**config.mk**
```make
export PLATFORM = sky130hd
export DESIGN_NAME = norm_shift_pipe
export DESIGN_NICKNAME = d
export VERILOG_FILES = /design/src/rtl/fpu_norm_pkg.sv /design/src/rtl/norm_lzc.sv /design/src/rtl/norm_shift_pipe.sv
export SDC_FILE = /design/constraint.sdc
export NUM_CORES = 1
export LEC_CHECK = 0
export ABC_CLOCK_PERIOD_IN_PS = 3080
export BUFFER_PORTS_ARGS = -buffer_cell sky130_fd_sc_hd__buf_2
export CAP_MARGIN = 20
export CORE_MARGIN = 2
export CORE_UTILIZATION = 45
export CTS_CLUSTER_DIAMETER = 50
export DETAILED_ROUTE_END_ITERATION = 12
export GPL_ROUTABILITY_DRIVEN = 0
export PLACE_DENSITY_LB_ADDON = 0.12
export SLEW_MARGIN = 20
export SYNTH_ARGS = -nofsm -noshare
export SYNTH_HDL_FRONTEND = slang
export SYNTH_SLANG_ARGS = --single-unit
```
**constraint.sdc**
```tcl
create_clock -name clk -period 3.08 [get_ports clk]
set_input_delay 0.154 -clock clk [delete_from_list [all_inputs] [get_ports clk]]
set_output_delay 0.154 -clock clk [all_outputs]
set_load 0.02 [all_outputs]
```
**src/rtl/fpu_norm_pkg.sv**
```systemverilog
// Shared defaults, result payload and width helper for the normalizer.
package fpu_norm_pkg;

    localparam int unsigned MAN_W_DEF = 8;
    localparam int unsigned EXP_W_DEF = 5;

    // Normalized result payload as handed to the rounding stage
    typedef struct packed {
        logic [MAN_W_DEF-1:0] man;
        logic [EXP_W_DEF-1:0] exp;
        logic                 zero;
        logic                 denorm;
    } norm_res_t;

    // Leading-zero count width: must hold the value MAN_W for an all-zero input
    function automatic int unsigned cnt_w(input int unsigned man_w);
        return $clog2(man_w + 1);
    endfunction

endpackage

```
**src/rtl/norm_lzc.sv**
```systemverilog
// Combinational leading-zero counter built from 8-bit groups.
module norm_lzc
    import fpu_norm_pkg::*;
#(
    parameter  int unsigned MAN_W = MAN_W_DEF,
    localparam int unsigned CNT_W = cnt_w(MAN_W)
) (
    input  logic [MAN_W-1:0] i_man,
    output logic [CNT_W-1:0] o_lzc
);

    localparam int unsigned NG = MAN_W / 8;

    logic [3:0]       w_glzc;
    logic             w_done;
    logic [CNT_W-1:0] w_cnt;

    // Leading zeros within one byte; 8 when the byte is empty
    function automatic logic [3:0] lzc8(input logic [7:0] v);
        logic [3:0] c;
        c = 4'd8;
        for (int i = 0; i < 8; i++) begin
            if (v[i]) c = 4'(7 - i);
        end
        return c;
    endfunction

    // Accumulate whole empty groups from the MSB side, then the first non-empty group's count
    always_comb begin
        w_cnt  = '0;
        w_done = 1'b0;
        w_glzc = 4'd0;
        for (int g = NG - 1; g >= 0; g--) begin
            w_glzc = lzc8(i_man[g*8 +: 8]);
            if (!w_done) begin
                w_cnt = w_cnt + CNT_W'(w_glzc);
                if (w_glzc != 4'd8) w_done = 1'b1;
            end
        end
    end

    assign o_lzc = w_cnt;

endmodule

```
**src/rtl/norm_shift_pipe.sv**
```systemverilog
// Two-stage normalizer: stage 1 captures operand and LZC, stage 2 shifts and adjusts the exponent.
module norm_shift_pipe
    import fpu_norm_pkg::*;
#(
    parameter int unsigned MAN_W = MAN_W_DEF,
    parameter int unsigned EXP_W = EXP_W_DEF
) (
    input  logic             clk,
    input  logic             rst_n,
    input  logic             flush,
    input  logic             in_valid,
    output logic             in_ready,
    input  logic [MAN_W-1:0] in_man,
    input  logic [EXP_W-1:0] in_exp,
    output logic             out_valid,
    input  logic             out_ready,
    output logic [MAN_W-1:0] out_man,
    output logic [EXP_W-1:0] out_exp,
    output logic             out_zero,
    output logic             out_denorm
);

    localparam int unsigned CNT_W = cnt_w(MAN_W);
    localparam int unsigned CMP_W = (CNT_W > EXP_W) ? CNT_W : EXP_W;

    logic             r_s1_valid;
    logic [MAN_W-1:0] r_s1_man;
    logic [EXP_W-1:0] r_s1_exp;
    logic [CNT_W-1:0] r_s1_lzc;

    logic             r_s2_valid;
    logic [MAN_W-1:0] r_out_man;
    logic [EXP_W-1:0] r_out_exp;
    logic             r_out_zero;
    logic             r_out_denorm;

    logic             w_s1_adv;
    logic             w_s2_adv;
    logic [CNT_W-1:0] w_lzc;
    logic [CMP_W-1:0] w_lzc_x;
    logic [CMP_W-1:0] w_exp_x;
    logic [MAN_W-1:0] w_nxt_man;
    logic [EXP_W-1:0] w_nxt_exp;
    logic             w_nxt_zero;
    logic             w_nxt_denorm;

    assign w_s2_adv = ~r_s2_valid | out_ready;
    assign w_s1_adv = ~r_s1_valid | w_s2_adv;
    assign in_ready = w_s1_adv;

    norm_lzc #(.MAN_W(MAN_W)) u_lzc (
        .i_man (in_man),
        .o_lzc (w_lzc)
    );

    // Stage 1: capture operand and its leading-zero count
    always_ff @(posedge clk or negedge rst_n) begin
        if (!rst_n) begin
            r_s1_valid <= 1'b0;
            r_s1_man   <= '0;
            r_s1_exp   <= '0;
            r_s1_lzc   <= '0;
        end else begin
            if (flush)         r_s1_valid <= 1'b0;
            else if (w_s1_adv) r_s1_valid <= in_valid;
            if (!flush && w_s1_adv && in_valid) begin
                r_s1_man <= in_man;
                r_s1_exp <= in_exp;
                r_s1_lzc <= w_lzc;
            end
        end
    end

    assign w_lzc_x = CMP_W'(r_s1_lzc);
    assign w_exp_x = CMP_W'(r_s1_exp);

    // Stage 2 datapath: shift limited so the exponent never goes below the denormal floor
    always_comb begin
        w_nxt_man    = r_s1_man;
        w_nxt_exp    = '0;
        w_nxt_zero   = 1'b0;
        w_nxt_denorm = 1'b0;
        if (r_s1_man == '0) begin
            w_nxt_man  = '0;
            w_nxt_zero = 1'b1;
        end else if (w_lzc_x < w_exp_x) begin
            w_nxt_man = r_s1_man << w_lzc_x;
            w_nxt_exp = EXP_W'(w_exp_x - w_lzc_x);
        end else if (w_exp_x != '0) begin
            w_nxt_man    = r_s1_man << (w_exp_x - CMP_W'(1));
            w_nxt_denorm = 1'b1;
        end else begin
            w_nxt_denorm = 1'b1;
        end
    end

    // Stage 2: output registers, held while downstream stalls
    always_ff @(posedge clk or negedge rst_n) begin
        if (!rst_n) begin
            r_s2_valid   <= 1'b0;
            r_out_man    <= '0;
            r_out_exp    <= '0;
            r_out_zero   <= 1'b0;
            r_out_denorm <= 1'b0;
        end else begin
            if (flush)         r_s2_valid <= 1'b0;
            else if (w_s2_adv) r_s2_valid <= r_s1_valid;
            if (!flush && w_s2_adv && r_s1_valid) begin
                r_out_man    <= w_nxt_man;
                r_out_exp    <= w_nxt_exp;
                r_out_zero   <= w_nxt_zero;
                r_out_denorm <= w_nxt_denorm;
            end
        end
    end

    assign out_valid  = r_s2_valid;
    assign out_man    = r_out_man;
    assign out_exp    = r_out_exp;
    assign out_zero   = r_out_zero;
    assign out_denorm = r_out_denorm;

endmodule

```
==> summary.txt <==
Synth
  • FF+latch count, synth: 34
  • Yosys top cell by area: dfrtp_1
  • Most used DFF post-synth: dfrtp_1
  • Synth cell types: 55
  • Post-synthesis async set-or-reset flop share: 100%
  • Syn Std Cell Area: 0.00231 mm²
  • Synth top area share: 36.8%
  • Post-synthesis cell count: 247
  • Count leader, synth: dfrtp_1
  • Post-synth top cells: dfrtp_1 (34), nand2_1 (31), nor2_1 (19)
  • Syn Nets: 271
  • Sequential area share after synthesis: 36.8%
  • Mean Syn Cell Area: 9.36 µm²
  • Ys Warns: 0
  • Ranking of synthesized cells by area: dfrtp_1 (37%), mux2_2 (8.8%), nand2_1 (5.0%)
  • Number of synthesized flops with an enable pin: 0

Pwr
  • Switch Pwr: 657 µW
  • Cell-internal power: 1.01 mW
  • P_leak: 1.13 nW
  • Max IR drop VDD: 0.000252 V
  • Share of power burned in registers: 39.3%
  • Pwr per Cell Area: 639 mW/mm²
  • Switching share of total power: 39.4%
  • Clk pwr share: 20.8%
  • Total power: 1.67 mW
  • Combinational power share: 39.9%

Flow run
  • Total of max-cap violations: 0

Clocking
  • H-tree depth: 2
  • Clk slew on worst S/H paths: 0.08 ns
  • Clock tree sinks: 34
  • Clk buf depth: 2
  • CTS Root Cell: clkbuf_8
  • CTS Buf Count: 5
  • CTS tree: built
  • Clk Latency, worst-skew pair: 0.29 ns

Detailed routing
  • Top Layer Used: met4
  • Drt first pass iters: 4
  • Drt drc: 0
  • Detail Route Antenna Nets: 0
  • DRT iter0 DRCs: 199
  • Met1 Wirelength: 2610 µm
  • DR WL/cell: 15.8 µm
  • Vias: 1,994
  • Met2 routed WL: 2540 µm
  • Total Wirelength: 5560 µm
  • Vias per cell: 5.65
  • DR WL met3: 349 µm

Timing
  • RSZ-0062 raised after global routing: no
  • Max_slew headroom: 49.2%
  • Max Fclk: 407 MHz
  • Pins Over Slew Limit: 0
  • Final setup TNS: 0 ns
  • # setup viols final: 0
  • Measured slew at the worst slew-check pin: 0.761 ns
  • Min Tclk post-route: 2.46 ns
  • Final hold violations: 0
  • Layout Skew: 0.0100 ns
  • Fin crit share: 79.8%

Global routing
  • Vias in the first global route: 1,730
  • First-pass GRT wire length: 8830 µm
  • Total GRT Usage: 20.7%
  • Initial antenna violation count: 0
  • Largest net degree at the start of global routing: 35
  • GR Overflow Total: 0

Critical path
  • WS Path Type: flop to flop
  • Crit start category: flop
  • CP Capture Type: flop
  • Worst EP arrival: 2.62 ns
  • Maximum fanout along the worst path: 11
  • Worst path required time: 3.24 ns

Hold path
  • Type of the worst min-delay path: input port to flop

Floorplanning
  • Initial Utilization: 45.8%
  • Rows: 26
  • I/O pin count: 35
  • Die ar.: 0.00572 mm²
  • Core region area: 0.00504 mm²
  • Die height: 75.7 µm
  • Die X: 75.7 µm

Cells and area
  • FILL cells: 500
  • Area delta synth->final: 13.2%
  • Share of cells above drive strength 1: 25.4%
  • Final net count: 306
  • Ant diodes: 0

Placement
  • Dpl hpwl: 4110 µm
  • Port Buffers: 34

Outcome
  • Status: completed
## worst max-delay path, stage by stage, from the launching register on
cell	delay (ns)
dfrtp_1	0.47
inv_1	0.12
ha_1	0.54
mux2_2	0.40
mux2i_1	0.28
a211oi_1	0.09
nor4_1	0.35
nor4_1	0.09
## kinds of logic after synthesis
group | after synthesis | synth area share, %
adder cells (fa/ha/maj) | 6 | 3.57
XOR/XNOR | 4 | 1.52
AO/OA/AOI/OAI | 63 | 18.0
AND/OR/NAND/NOR | 91 | 20.6
multiplexers | 28 | 14.2
buffers and inverters | 21 | 5.31
flip-flops | 34 | 36.8
## state kept, by name (all words and copies together) (netlist names)
register	flops
r_s1_valid	1
out_exp	5
out_man	8
r_s1_man	8
r_s1_lzc	4
out_zero	1
r_s1_exp	5
out_denorm	1
out_valid	1
## cell usage in the layout, fill, tap and decap left out, drive strengths merged, types with 3 or more instances in the layout
cell / count
buf: 38
dfrtp: 34
nand2: 31
nor2: 19
mux2: 18
o21ai: 16
a21oi: 12
inv: 9
nor4: 8
mux2i: 8
nor3: 8
a211oi: 7
clkbuf: 7
a31oi: 5
ha: 5
o31ai: 4
nor2b: 4
nand3: 3
nor3b: 3
## area by class of cell
class,count,area [µm²],area share (%)
sequential,34,851,32.5
timing repair buffer,39,210,8.04
tap,70,87.6,3.35
multi-input combinational,192,1340,51.1
inverter,10,37.5,1.44
clock buffer,7,86.3,3.30
clock inverter,1,5.00,0.191
## path summary, 6_finish.rpt
path | slack (ns) | endpoint | startpoint | cells past startpoint
min reg2reg | 0.47 | out_exp[3]$_DFFE_PN0P_ | out_exp[3]$_DFFE_PN0P_ | 2
max in group asynchronous | 2.11 | out_man[5]$_DFFE_PN0P_ | rst_n | 2
max reg2reg | 0.62 | out_man[7]$_DFFE_PN0P_ | r_s1_exp[1]$_DFFE_PN0P_ | 7
max | 0.62 | out_man[7]$_DFFE_PN0P_ | r_s1_exp[1]$_DFFE_PN0P_ | 7
min in group asynchronous | 0.48 | out_man[1]$_DFFE_PN0P_ | rst_n | 2
min | 0.07 | out_valid$_DFFE_PN0P_ | flush | 2
## per-stage QoR
| step | util (%) | hold WS, ns | instance area (µm²) | instances | worst slack [ns] |
|---|---|---|---|---|---|
| floorplan | - | -0.142 | 2310 | 247 | 0.890 |
| global placement | 49.9 | 0.274 | 2510 | 344 | 0.762 |
| detailed placement | 49.9 | 0.285 | 2510 | 344 | 0.669 |
| CTS | 51.9 | 0.0712 | 2620 | 353 | 0.635 |
| global route | 51.9 | 0.0910 | 2620 | 353 | 0.488 |
| finish | 51.9 | 0.0687 | 2620 | 353 | 0.621 |
## what timing repair did
action,CTS,global route
hold buffers,1,0
resized for setup,0,0
setup buffers,0,0
endpoints found under the hold margin,34,0
## layer usage
| layer | GRT usage (%) | up-vias |
|---|---|---|
| met5 | 0 | - |
| met4 | 5.07 | 0 |
| met3 | 4.37 | 7 |
| met2 | 31.7 | 65 |
| met1 | 30.1 | 931 |
| li1 | - | 991 |
## power groups by stage
stage / registers (mW) / logic [mW] / clock network (mW)
floorplan: 0.710 / 0.428 / 0
global placement: 0.656 / 0.663 / 0
detailed placement: 0.662 / 0.664 / 0
CTS: 0.654 / 0.668 / 0.355
global route: 0.673 / 0.740 / 0.374
finish: 0.655 / 0.667 / 0.348
(Power assumes the default switching activity.)
